File: config.mk
export PLATFORM = sky130hd
export DESIGN_NAME = button_debounce
export DESIGN_NICKNAME = d
export VERILOG_FILES = /design/src/rtl/btn_pkg.sv /design/src/rtl/sync_2ff.sv /design/src/rtl/button_debounce.sv
export SDC_FILE = /design/constraint.sdc
export NUM_CORES = 1
export LEC_CHECK = 0
export BUFFER_PORTS_ARGS = -buffer_cell sky130_fd_sc_hd__buf_2
export CORE_ASPECT_RATIO = 0.5
export CORE_MARGIN = 5
export CORE_UTILIZATION = 30
export CTS_CLUSTER_SIZE = 16
export DETAILED_ROUTE_END_ITERATION = 7
export GPL_ROUTABILITY_DRIVEN = 0
export PLACE_DENSITY = 0.48
export SETUP_SLACK_MARGIN = 0.05
export SLEW_MARGIN = 30
export SYNTH_ARGS = -nofsm -noshare
export SYNTH_HDL_FRONTEND = slang
export SYNTH_HIERARCHICAL = 1
export SYNTH_SLANG_ARGS = --single-unit
File: constraint.sdc
create_clock -name clk -period 2.84 [get_ports clk]
set_input_delay 0.284 -clock clk [delete_from_list [all_inputs] [get_ports clk]]
set_output_delay 0.284 -clock clk [all_outputs]
set_load 0.05 [all_outputs]
File: src/rtl/btn_pkg.sv
// Shared encodings and defaults for the push-button conditioning path.
package btn_pkg;

  localparam logic [1:0] STABLE_LOW  = 2'b00;
  localparam logic [1:0] WAIT_HIGH   = 2'b01;
  localparam logic [1:0] STABLE_HIGH = 2'b11;
  localparam logic [1:0] WAIT_LOW    = 2'b10;

  // 20 ms at 50 MHz
  localparam int DEBOUNCE_CYCLES_DEF = 1000000;

endpackage

File: src/rtl/sync_2ff.sv
// Two-flop synchroniser for asynchronous inputs; synchronous active-high reset to 0.
module sync_2ff #(
  parameter int W = 1
) (
  input  logic         clk,
  input  logic         rst,
  input  logic [W-1:0] d,
  output logic [W-1:0] q
);

  logic [W-1:0] meta;

  always_ff @(posedge clk) begin
    if (rst) begin
      meta <= '0;
      q    <= '0;
    end else begin
      meta <= d;
      q    <= meta;
    end
  end

endmodule

File: src/rtl/button_debounce.sv
// Debounces a raw push-button pin into a clean level plus one-cycle press/release pulses.
import btn_pkg::*;

module button_debounce #(
  parameter int DEBOUNCE_CYCLES = DEBOUNCE_CYCLES_DEF,
  parameter bit BTN_ACTIVE_LOW  = 1'b0,
  parameter int CNT_W           = $clog2(DEBOUNCE_CYCLES)
) (
  input  logic clk,
  input  logic rst,
  input  logic btn_raw,
  output logic btn_level,
  output logic btn_rise,
  output logic btn_fall,
  output logic busy
);

  localparam logic [CNT_W-1:0] CNT_MAX = CNT_W'(DEBOUNCE_CYCLES - 1);

  logic             btn_in;
  logic             sync2;
  logic [1:0]       state, state_nxt;
  logic [CNT_W-1:0] cnt, cnt_nxt;
  logic             level_nxt, rise_nxt, fall_nxt;

  // Polarity is normalised before the synchroniser so reset-to-0 means "released".
  assign btn_in = btn_raw ^ BTN_ACTIVE_LOW;

  sync_2ff #(.W(1)) u_sync (
    .clk (clk),
    .rst (rst),
    .d   (btn_in),
    .q   (sync2)
  );

  always_comb begin
    state_nxt = state;
    cnt_nxt   = cnt;
    level_nxt = btn_level;
    rise_nxt  = 1'b0;
    fall_nxt  = 1'b0;
    case (state)
      STABLE_LOW: begin
        if (sync2) begin
          state_nxt = WAIT_HIGH;
          cnt_nxt   = '0;
        end
      end
      WAIT_HIGH: begin
        if (!sync2) begin
          state_nxt = STABLE_LOW;
        end else if (cnt == CNT_MAX) begin
          state_nxt = STABLE_HIGH;
          level_nxt = 1'b1;
          rise_nxt  = 1'b1;
        end else begin
          cnt_nxt = cnt + 1'b1;
        end
      end
      STABLE_HIGH: begin
        if (!sync2) begin
          state_nxt = WAIT_LOW;
          cnt_nxt   = '0;
        end
      end
      WAIT_LOW: begin
        if (sync2) begin
          state_nxt = STABLE_HIGH;
        end else if (cnt == CNT_MAX) begin
          state_nxt = STABLE_LOW;
          level_nxt = 1'b0;
          fall_nxt  = 1'b1;
        end else begin
          cnt_nxt = cnt + 1'b1;
        end
      end
      default: state_nxt = STABLE_LOW;
    endcase
  end

  // busy is registered from the next state so it tracks the WAIT states exactly.
  always_ff @(posedge clk) begin
    if (rst) begin
      state     <= STABLE_LOW;
      cnt       <= '0;
      btn_level <= 1'b0;
      btn_rise  <= 1'b0;
      btn_fall  <= 1'b0;
      busy      <= 1'b0;
    end else begin
      state     <= state_nxt;
      cnt       <= cnt_nxt;
      btn_level <= level_nxt;
      btn_rise  <= rise_nxt;
      btn_fall  <= fall_nxt;
      busy      <= state_nxt[1] ^ state_nxt[0];
    end
  end

endmodule
==> flow_summary.toml, run 1 <==
[global_routing]
grt_pass1_vias = 1221
grt_overflow_total = 0
grt_max_degree = 16
antenna_found_initial = 0
track_usage_pct = 10.4
grt_pass1_wl_um = 5470

[clock_tree]
cts_tree = "built"
root_buffer = "clkbuf_8"
cts_resized = 0
postCtsSetupRepairBufs = 0
ctsLongestPathBuffers = 2
ctsHtreeMaxLevel = 1
clk_pin_slew_ps = 100
cts.sinks = 28
cts_inserted_buffers = 3
insertion_delay_ps = 270
cts_hold_buf = 0

[power_and_ir_drop]
pwr_density_cell_nw_per_um2 = 417
power_uw = 699
p_leak_nw = 0.535
ir_worst_vdd_mv = 0.174

[logic_synthesis]
syn_area_per_cell_um2 = 8.43
synth_cells = 178
ys_seq_area_share_pct = 37.4
yosys_warnings = 6
synth_area_um2 = 1500
ys.flop_type = "dfxtp_1"
synth_cell_types = 43
async_reset_ff_share_pct = 0
syn-num-nets = 186
synth_enable_flop_cells = 0
ys_ff_latch = 28

[timing]
period_minus_slack_ps = 2380
tns_ps = 0
hold_slack_ps = 213
setup_viol = 0
slew_violations = 0
rsz0062_at_grt = "false"
hold_violations = 0
post-route-period-util_pct = 83.8
relSlewSlack_pct = 76.2
tightest_slew_ps = 354
skew_ps = 2.81
max_freq_ghz = 0.420

[flow_run]
maxCapViolCount = 0

[drt]
viasPerCell = 5.25
firstDrtPassIters = 4
antenna_left = 0
drc = 0
dr_total_vias = 1344
first_iter_violations = 66
wl_um = 3400
wl_per_cell_um = 13.3

[cells_and_area]
final_cell_mix = "dfxtp_1 (28), a21oi_1 (19), o21ai_0 (15)"
syn2layout_area_growth_pct = 11.6
antenna_cells = 0
final_nets = 195
final_common_cell = "dfxtp_1"
drive_gt1_share_pct = 11.3

[floorplan]
initial_utilization_pct = 30.7
core_um2 = 4890
die_x_um = 110
num_rows = 18
dieArea_um2 = 6600
dieHeight_um = 60.0
ioPinCount = 7

[run_status]
status = "finished, final reports clean"

[setup_path]
critical_path_class = "reg2reg"
startpoint_type = "flip-flop"
critPathRequiredTime_ps = 3050
critPathCaptureType = "flip-flop"
worstPathMaxFanout = 11
critPathArrivalTime_ps = 2590

[worst_hold_path]
hold_path_class = "in2reg"

[placement]
place_hpwl_um = 2490
io_buffers = 6
[cell families (layout without fill, tap and decap cells)]
logic type	Yosys count	count (layout)	synth area share, %
AOI/OAI and AO/OA	53	53	21.7
xor gates and xnor gates	4	4	2.34
adders and majority gates	5	5	4.17
buffers and inverters	15	23	4.42
DFF	28	28	37.4
muxes	1	1	0.667
and+or+nand+nor	72	72	29.4
[cell type report]
cell class                 count  area [um2]
timing repair buffer          11        67.6
multi-input combinational    135         873
clock buffer                   4        55.1
tap                           70        87.6
inverter                       8        30.0
fill                         519        3210
sequential                    28         561
[worst max-delay path, cell delays in order, from the launching register on]
cell,delay [ps]
dfxtp_1,350
or4_1,540
or4_4,630
or4_1,450
a31o_1,230
mux2i_1,120
[state kept, by name (all words and copies together), names as in the netlist]
signal / count
btn_level: 1
btn_fall: 1
state: 2
u_sync/meta: 1
u_sync/q: 1
btn_rise: 1
busy: 1
cnt: 20
[per-stage QoR]
step	area, um2	util [%]	setup slack (ps)	std cells
floorplan	1500	-	514	178
global placement	1620	33.1	520	252
detailed placement	1620	33.1	474	252
CTS	1670	34.3	444	256
global route	1670	34.3	341	256
finish	1670	34.3	459	256
[final timing paths]
| path | from | slack, ps | endpoint | cells after the start |
|---|---|---|---|---|
| setup / recovery | cnt[7] | 460 | busy | 5 |
| hold / removal | btn_raw | 210 | u_sync/meta | 2 |
| setup reg to reg | cnt[7] | 460 | busy | 5 |
| hold reg to reg | u_sync/meta | 440 | u_sync/q | 1 |
[synth_stat cells (all sizes together), types with 5 or more instances]
cell | number | share of area [%]
inv | 8 | 2.0
nor2 | 8 | 2.0
dfxtp | 28 | 37
o21ai | 15 | 5.0
nand2 | 9 | 2.3
a21oi | 19 | 6.3
ha | 5 | 4.2
or3 | 6 | 2.5
or4 | 10 | 5.3
nand3 | 8 | 2.7
o31ai | 8 | 4.3
[power by group]
| part | total (mW) | switching (mW) | internal (mW) |
|---|---|---|---|
| Sequential | 0.400 | 0.00385 | 0.397 |
| Combinational | 0.0480 | 0.0318 | 0.0162 |
| Clock | 0.250 | 0.126 | 0.124 |
| Total | 0.699 | 0.162 | 0.537 |
[per-layer routing]
layer / GRT usage (%) / wire length, um
met1: 12.7 / 1720
met2: 19.7 / 1600
met3: 1.94 / 70
met4: 1.60 / 18
met5: 0 / 0
(Power assumes the default switching activity.)
==> run 2, diff against run 1 <==
==> constraint.sdc (replaced) <==
create_clock -name clk -period 2.2 [get_ports clk]
set_input_delay 0.22 -clock clk [delete_from_list [all_inputs] [get_ports clk]]
set_output_delay 0.22 -clock clk [all_outputs]
set_load 0.05 [all_outputs]
==> run 2 against run 1 <==
The flow now finishes with violations (negative setup slack). Largest power group unchanged. Setup slack got worse by 530 ps. Sequential cell count unchanged. Non-clock buffer count increased by 17. Clock power grew 29%. Global-route usage increased by 1.2 points. Register-to-register slack worse by 530 ps.
==> flow_summary.toml, run 2 (same netlist as run 1, synthesis figures left out) <==
[timing]
rsz0062_at_grt = "true"
hold_slack_ps = 155
setup_viol = 9
tightest_slew_ps = 428
setup_ws_ps = -66.1
post-route-period-util_pct = 103
relSlewSlack_pct = 71.3
tns_ps = -336
slew_violations = 0
hold_violations = 0
skew_ps = 1.70
period_minus_slack_ps = 2270
max_freq_ghz = 0.441

[cells_and_area]
largest_reg_flops = 20
top_regs = "cnt: 20 flops, state: 2 flops"
finalCoreUtilization_pct = 38.5
final_cell_mix = "dfxtp_1 (28), a21oi_1 (19), buf_4 (19)"
drive_gt1_share_pct = 23.6
final_nets = 212
syn2layout_area_growth_pct = 25.4
final_common_cell = "dfxtp_1"
fin_cells = 273
top_register = "cnt"
antenna_cells = 0

[placement]
io_buffers = 6
place_hpwl_um = 2580
placed_cells = 267

[clock_tree]
root_buffer = "clkbuf_8"
ctsLongestPathBuffers = 2
cts.sinks = 28
cts_inserted_buffers = 3
clk_pin_slew_ps = 100
cts_hold_buf = 0
cts_tree = "built"
ctsHtreeMaxLevel = 1
insertion_delay_ps = 280

[run_status]
violations = "negative setup slack"
status = "finished with violations"

[power_and_ir_drop]
pwr_density_cell_nw_per_um2 = 487
switchingPower_uw = 214
power.internal_uw = 701
swShare_pct = 23.4
power.clock.fraction_pct = 35.4
ir_worst_vdd_mv = 0.247
combPwrFrac_pct = 8.3
power_frac_seq_pct = 56.4
p_leak_nw = 0.622

[setup_path]
startpoint_type = "flip-flop"
critPathCaptureType = "flip-flop"
critPathRequiredTime_ps = 2410
worstPathMaxFanout = 7
critPathArrivalTime_ps = 2480
critical_path_class = "reg2reg"

[global_routing]
grt_max_degree = 17
grt_pass1_vias = 1314
track_usage_pct = 11.6
antenna_found_initial = 0
grt_pass1_wl_um = 6000
grt_overflow_total = 0

[floorplan]
dieHeight_um = 60.0
ioPinCount = 7
dieArea_um2 = 6600
core_um2 = 4890
num_rows = 18
die_x_um = 110
initial_utilization_pct = 30.7

[drt]
viasPerCell = 5.12
wl_um = 3680
dr_total_vias = 1399
drc = 0
firstDrtPassIters = 4
antenna_left = 0
wl_per_cell_um = 13.5
first_iter_violations = 80

[flow_run]
maxCapViolCount = 0

[worst_hold_path]
hold_path_class = "in2reg"
-- run 2: cell types whose count changed in the layout (fill, tap and decap cells not counted), moves of 2 or more --
cell | previous run | this run
or4_4 | 1 | 3
buf_6 | 0 | 3
buf_4 | 5 | 19
o21ai_1 | 0 | 2
o21ai_0 | 15 | 13
or4_1 | 9 | 7
-- run 2: final cells by class --
| cell class | instances | area, um2 |
|---|---|---|
| fillers | 498 | 3010 |
| multi-input cells | 135 | 941 |
| flip-flops and latches | 28 | 561 |
| repair buffers | 28 | 206 |
| well taps | 70 | 87.6 |
| clock buffers | 4 | 55.1 |
| inverters | 8 | 30.0 |
-- run 2: through the flow --
step           setup WS [ps]  area, um2  power [mW]
5_1_grt                 -152       1880       0.956
3_5_place_dp           -50.2       1740       0.596
4_1_cts                -64.8       1810       0.924
6_report               -66.1       1880       0.915
3_3_place_gp           -34.3       1740       0.596
2_1_floorplan          -87.1       1510       0.572
-- run 2: power groups by stage --
stage	combinational [mW]	sequential [mW]	clock (mW)
floorplan	0.0422	0.530	0
global placement	0.0684	0.528	0
detailed placement	0.0687	0.528	0
CTS	0.0699	0.516	0.338
global route	0.0816	0.517	0.358
finish	0.0756	0.516	0.323
-- run 2: per-layer routing --
metal / vias up / GRT usage [%] / share of wire (%) / routed length, um
met4: 0 / 4.44 / 0.73 / 27
li1: 720 / - / - / -
met3: 2 / 2.59 / 2.6 / 95
met1: 662 / 14.4 / 51 / 1870
met5: - / 0 / 0 / 0
met2: 15 / 19.9 / 46 / 1690
-- run 2: worst paths after layout --
kind / start / end / slack (ps) / cells after the start
worst max-delay path: cnt[11] / busy / -70 / 5
worst max register to register: cnt[11] / busy / -70 / 5
worst min register to register: u_sync/meta / u_sync/q / 440 / 1
worst min-delay path: btn_raw / u_sync/meta / 150 / 2
-- run 2: repair_timing --
| action | in CTS | in global routing |
|---|---|---|
| gates cloned | 0 | 1 |
| pin swaps | 2 | 1 |
| buffers inserted | 1 | 0 |
| endpoints found under the setup margin | 12 | 21 |
| resized for setup | 2 | 16 |
-- run 2: worst max-delay path, cell delays in order, from the launching register on --
cell,delay (ps)
dfxtp_1,320
or4_4,520
or4_4,590
or4_4,440
a31o_1,220
mux2i_1,110
==> run 3, diff against run 2 <==
--- a/config.mk
+++ b/config.mk
@@ -8,12 +8,12 @@
 export BUFFER_PORTS_ARGS = -buffer_cell sky130_fd_sc_hd__buf_2
 export CORE_ASPECT_RATIO = 0.5
 export CORE_MARGIN = 5
-export CORE_UTILIZATION = 30
+export CORE_UTILIZATION = 35
 export CTS_CLUSTER_SIZE = 16
 export DETAILED_ROUTE_END_ITERATION = 7
 export GPL_ROUTABILITY_DRIVEN = 0
-export PLACE_DENSITY = 0.48
-export SETUP_SLACK_MARGIN = 0.05
+export PLACE_DENSITY = 0.53
+export SETUP_SLACK_MARGIN = 0.4
 export SLEW_MARGIN = 30
 export SYNTH_ARGS = -nofsm -noshare
 export SYNTH_HDL_FRONTEND = slang
==> run 3 against run 2 <==
The flow still finishes with violations (negative setup slack). Setup slack improved by 1.3 ps. Combinational power increased by 17%. Largest power group unchanged. Highest routed layer unchanged. Cell count shrank 5.1%. Power rose by 11%. Critical path type unchanged. Die area is 13% lower. Non-clock buffer count up 2. First-iteration DRC count down 18%. Design area up 3.3%. Sequential share of layout area fell by 0.64 points. Global-route usage increased by 1.3 points. Count of clock-buffer cells in the layout decreased by 1.
==> flow_summary.toml, run 3 (same netlist as run 1, synthesis figures left out) <==
[setup_path]
timing.rr.start = "cnt[11]"
crit_start = "cnt[11]"
critPathArrivalTime_ps = 2480
critical_path_class = "reg2reg"
startpoint_type = "flip-flop"
critPathRequiredTime_ps = 2420
reg2reg_depth = 5
worstPathMaxFanout = 4
critPathCaptureType = "flip-flop"

[floorplan]
ioPinCount = 7
die_x_um = 103
dieHeight_um = 56.3
dieArea_um2 = 5780
core_um2 = 4020
initial_utilization_pct = 37.3
num_rows = 16

[cells_and_area]
finalCoreUtilization_pct = 48.3
final_cell_mix = "dfxtp_1 (25), buf_4 (19), a21oi_1 (18)"
drive_gt1_share_pct = 29.3
top_register = "cnt"
fill_cells = 385
largest_reg_flops = 20
final_nets = 214
syn2layout_area_growth_pct = 29.5
top_regs = "cnt: 20 flops, state: 2 flops"
final_common_cell = "dfxtp_1"
antenna_cells = 0

[power_and_ir_drop]
switchingPower_uw = 221
power_frac_seq_pct = 50.9
combPwrFrac_pct = 8.7
power.clock.fraction_pct = 40.4
p_leak_nw = 0.665
power.internal_uw = 794
ir_worst_vdd_mv = 0.241
pwr_density_cell_nw_per_um2 = 522
swShare_pct = 21.7

[clock_tree]
ctsLongestPathBuffers = 2
cts_hold_buf = 0
cts_inserted_buffers = 3
cts.sinks = 28
root_buffer = "clkbuf_8"
cts_tree = "built"
insertion_delay_ps = 280
ctsHtreeMaxLevel = 1
clk_pin_slew_ps = 100

[timing]
slew_violations = 0
period_minus_slack_ps = 2260
tightest_slew_ps = 429
tns_ps = -424
hold_violations = 0
setup_viol = 12
rsz0062_at_grt = "true"
setup_ws_ps = -64.8
relSlewSlack_pct = 71.4
max_freq_ghz = 0.442
post-route-period-util_pct = 103
skew_ps = 1.82

[placement]
place_hpwl_um = 2650
io_buffers = 6

[flow_run]
maxCapViolCount = 0

[worst_hold_path]
hold_path.startpoint = "btn_raw"
hold_path_class = "in2reg"
hold_depth = 2

[global_routing]
antenna_found_initial = 0
grt_overflow_total = 0
grt_pass1_vias = 1216
grt_pass1_wl_um = 5840
grt_max_degree = 17
track_usage_pct = 12.9

[drt]
dr_total_vias = 1425
viasPerCell = 5.50
firstDrtPassIters = 4
antenna_left = 0
wl_per_cell_um = 14.4
drc = 0
first_iter_violations = 66
wl_um = 3740

[run_status]
violations = "negative setup slack"
status = "finished with violations"
==> run 3: critical path, stage by stage (launching register included) <==
cell and delay, ps:
dfxtp_2 330, or4_4 520, or4_4 580, or4_4 440, a31o_1 210, mux2i_1 120
==> run 3: final timing paths <==
path	slack, ps	endpoint
worst max-delay path	-60	busy
worst max register to register	-60	busy
worst min-delay path	150	u_sync/meta
worst min register to register	450	u_sync/q
==> run 3: power groups by stage <==
stage	sequential [mW]	clock [mW]	combinational, mW
2_1_floorplan	0.530	0	0.0425
3_3_place_gp	0.529	0	0.0654
3_5_place_dp	0.529	0	0.0661
4_1_cts	0.517	0.420	0.0685
5_1_grt	0.517	0.444	0.0951
6_report	0.517	0.410	0.0882
==> run 3: cell type report <==
class                      count  area, um2  share of cell area, %
clock buffer                   3       41.3                   2.12
clock inverter                 1       30.0                   1.55
inverter                       8       30.0                   1.55
multi-input combinational    135        961                   49.5
sequential                    28        567                   29.2
tap                           54       67.6                   3.48
timing repair buffer          30        246                   12.7
==> run 3: metrics by stage <==
step	worst slack (ps)	total power, mW	area (um2)	hold slack, ps	instances
4_1_cts	-38.8	1.01	1810	143	255
6_report	-64.8	1.02	1940	145	259
3_3_place_gp	-10.2	0.594	1730	418	251
5_1_grt	-111	1.06	1940	149	259
2_1_floorplan	-87.1	0.573	1530	292	178
3_5_place_dp	-28.7	0.595	1730	431	251
==> run 3: timing repair <==
item	in CTS	in global routing
pin swaps	0	7
setup endpoints to repair	26	26
gates resized for setup	4	25
gates cloned	0	2
setup buffers	0	2
==> run 3: metal layers <==
layer,routed length [um],vias up,global-route usage (%)
li1,-,724,-
met2,1720,16,19.8
met5,0,-,0
met3,139,6,4.08
met1,1860,679,17.7
met4,27,0,2.62
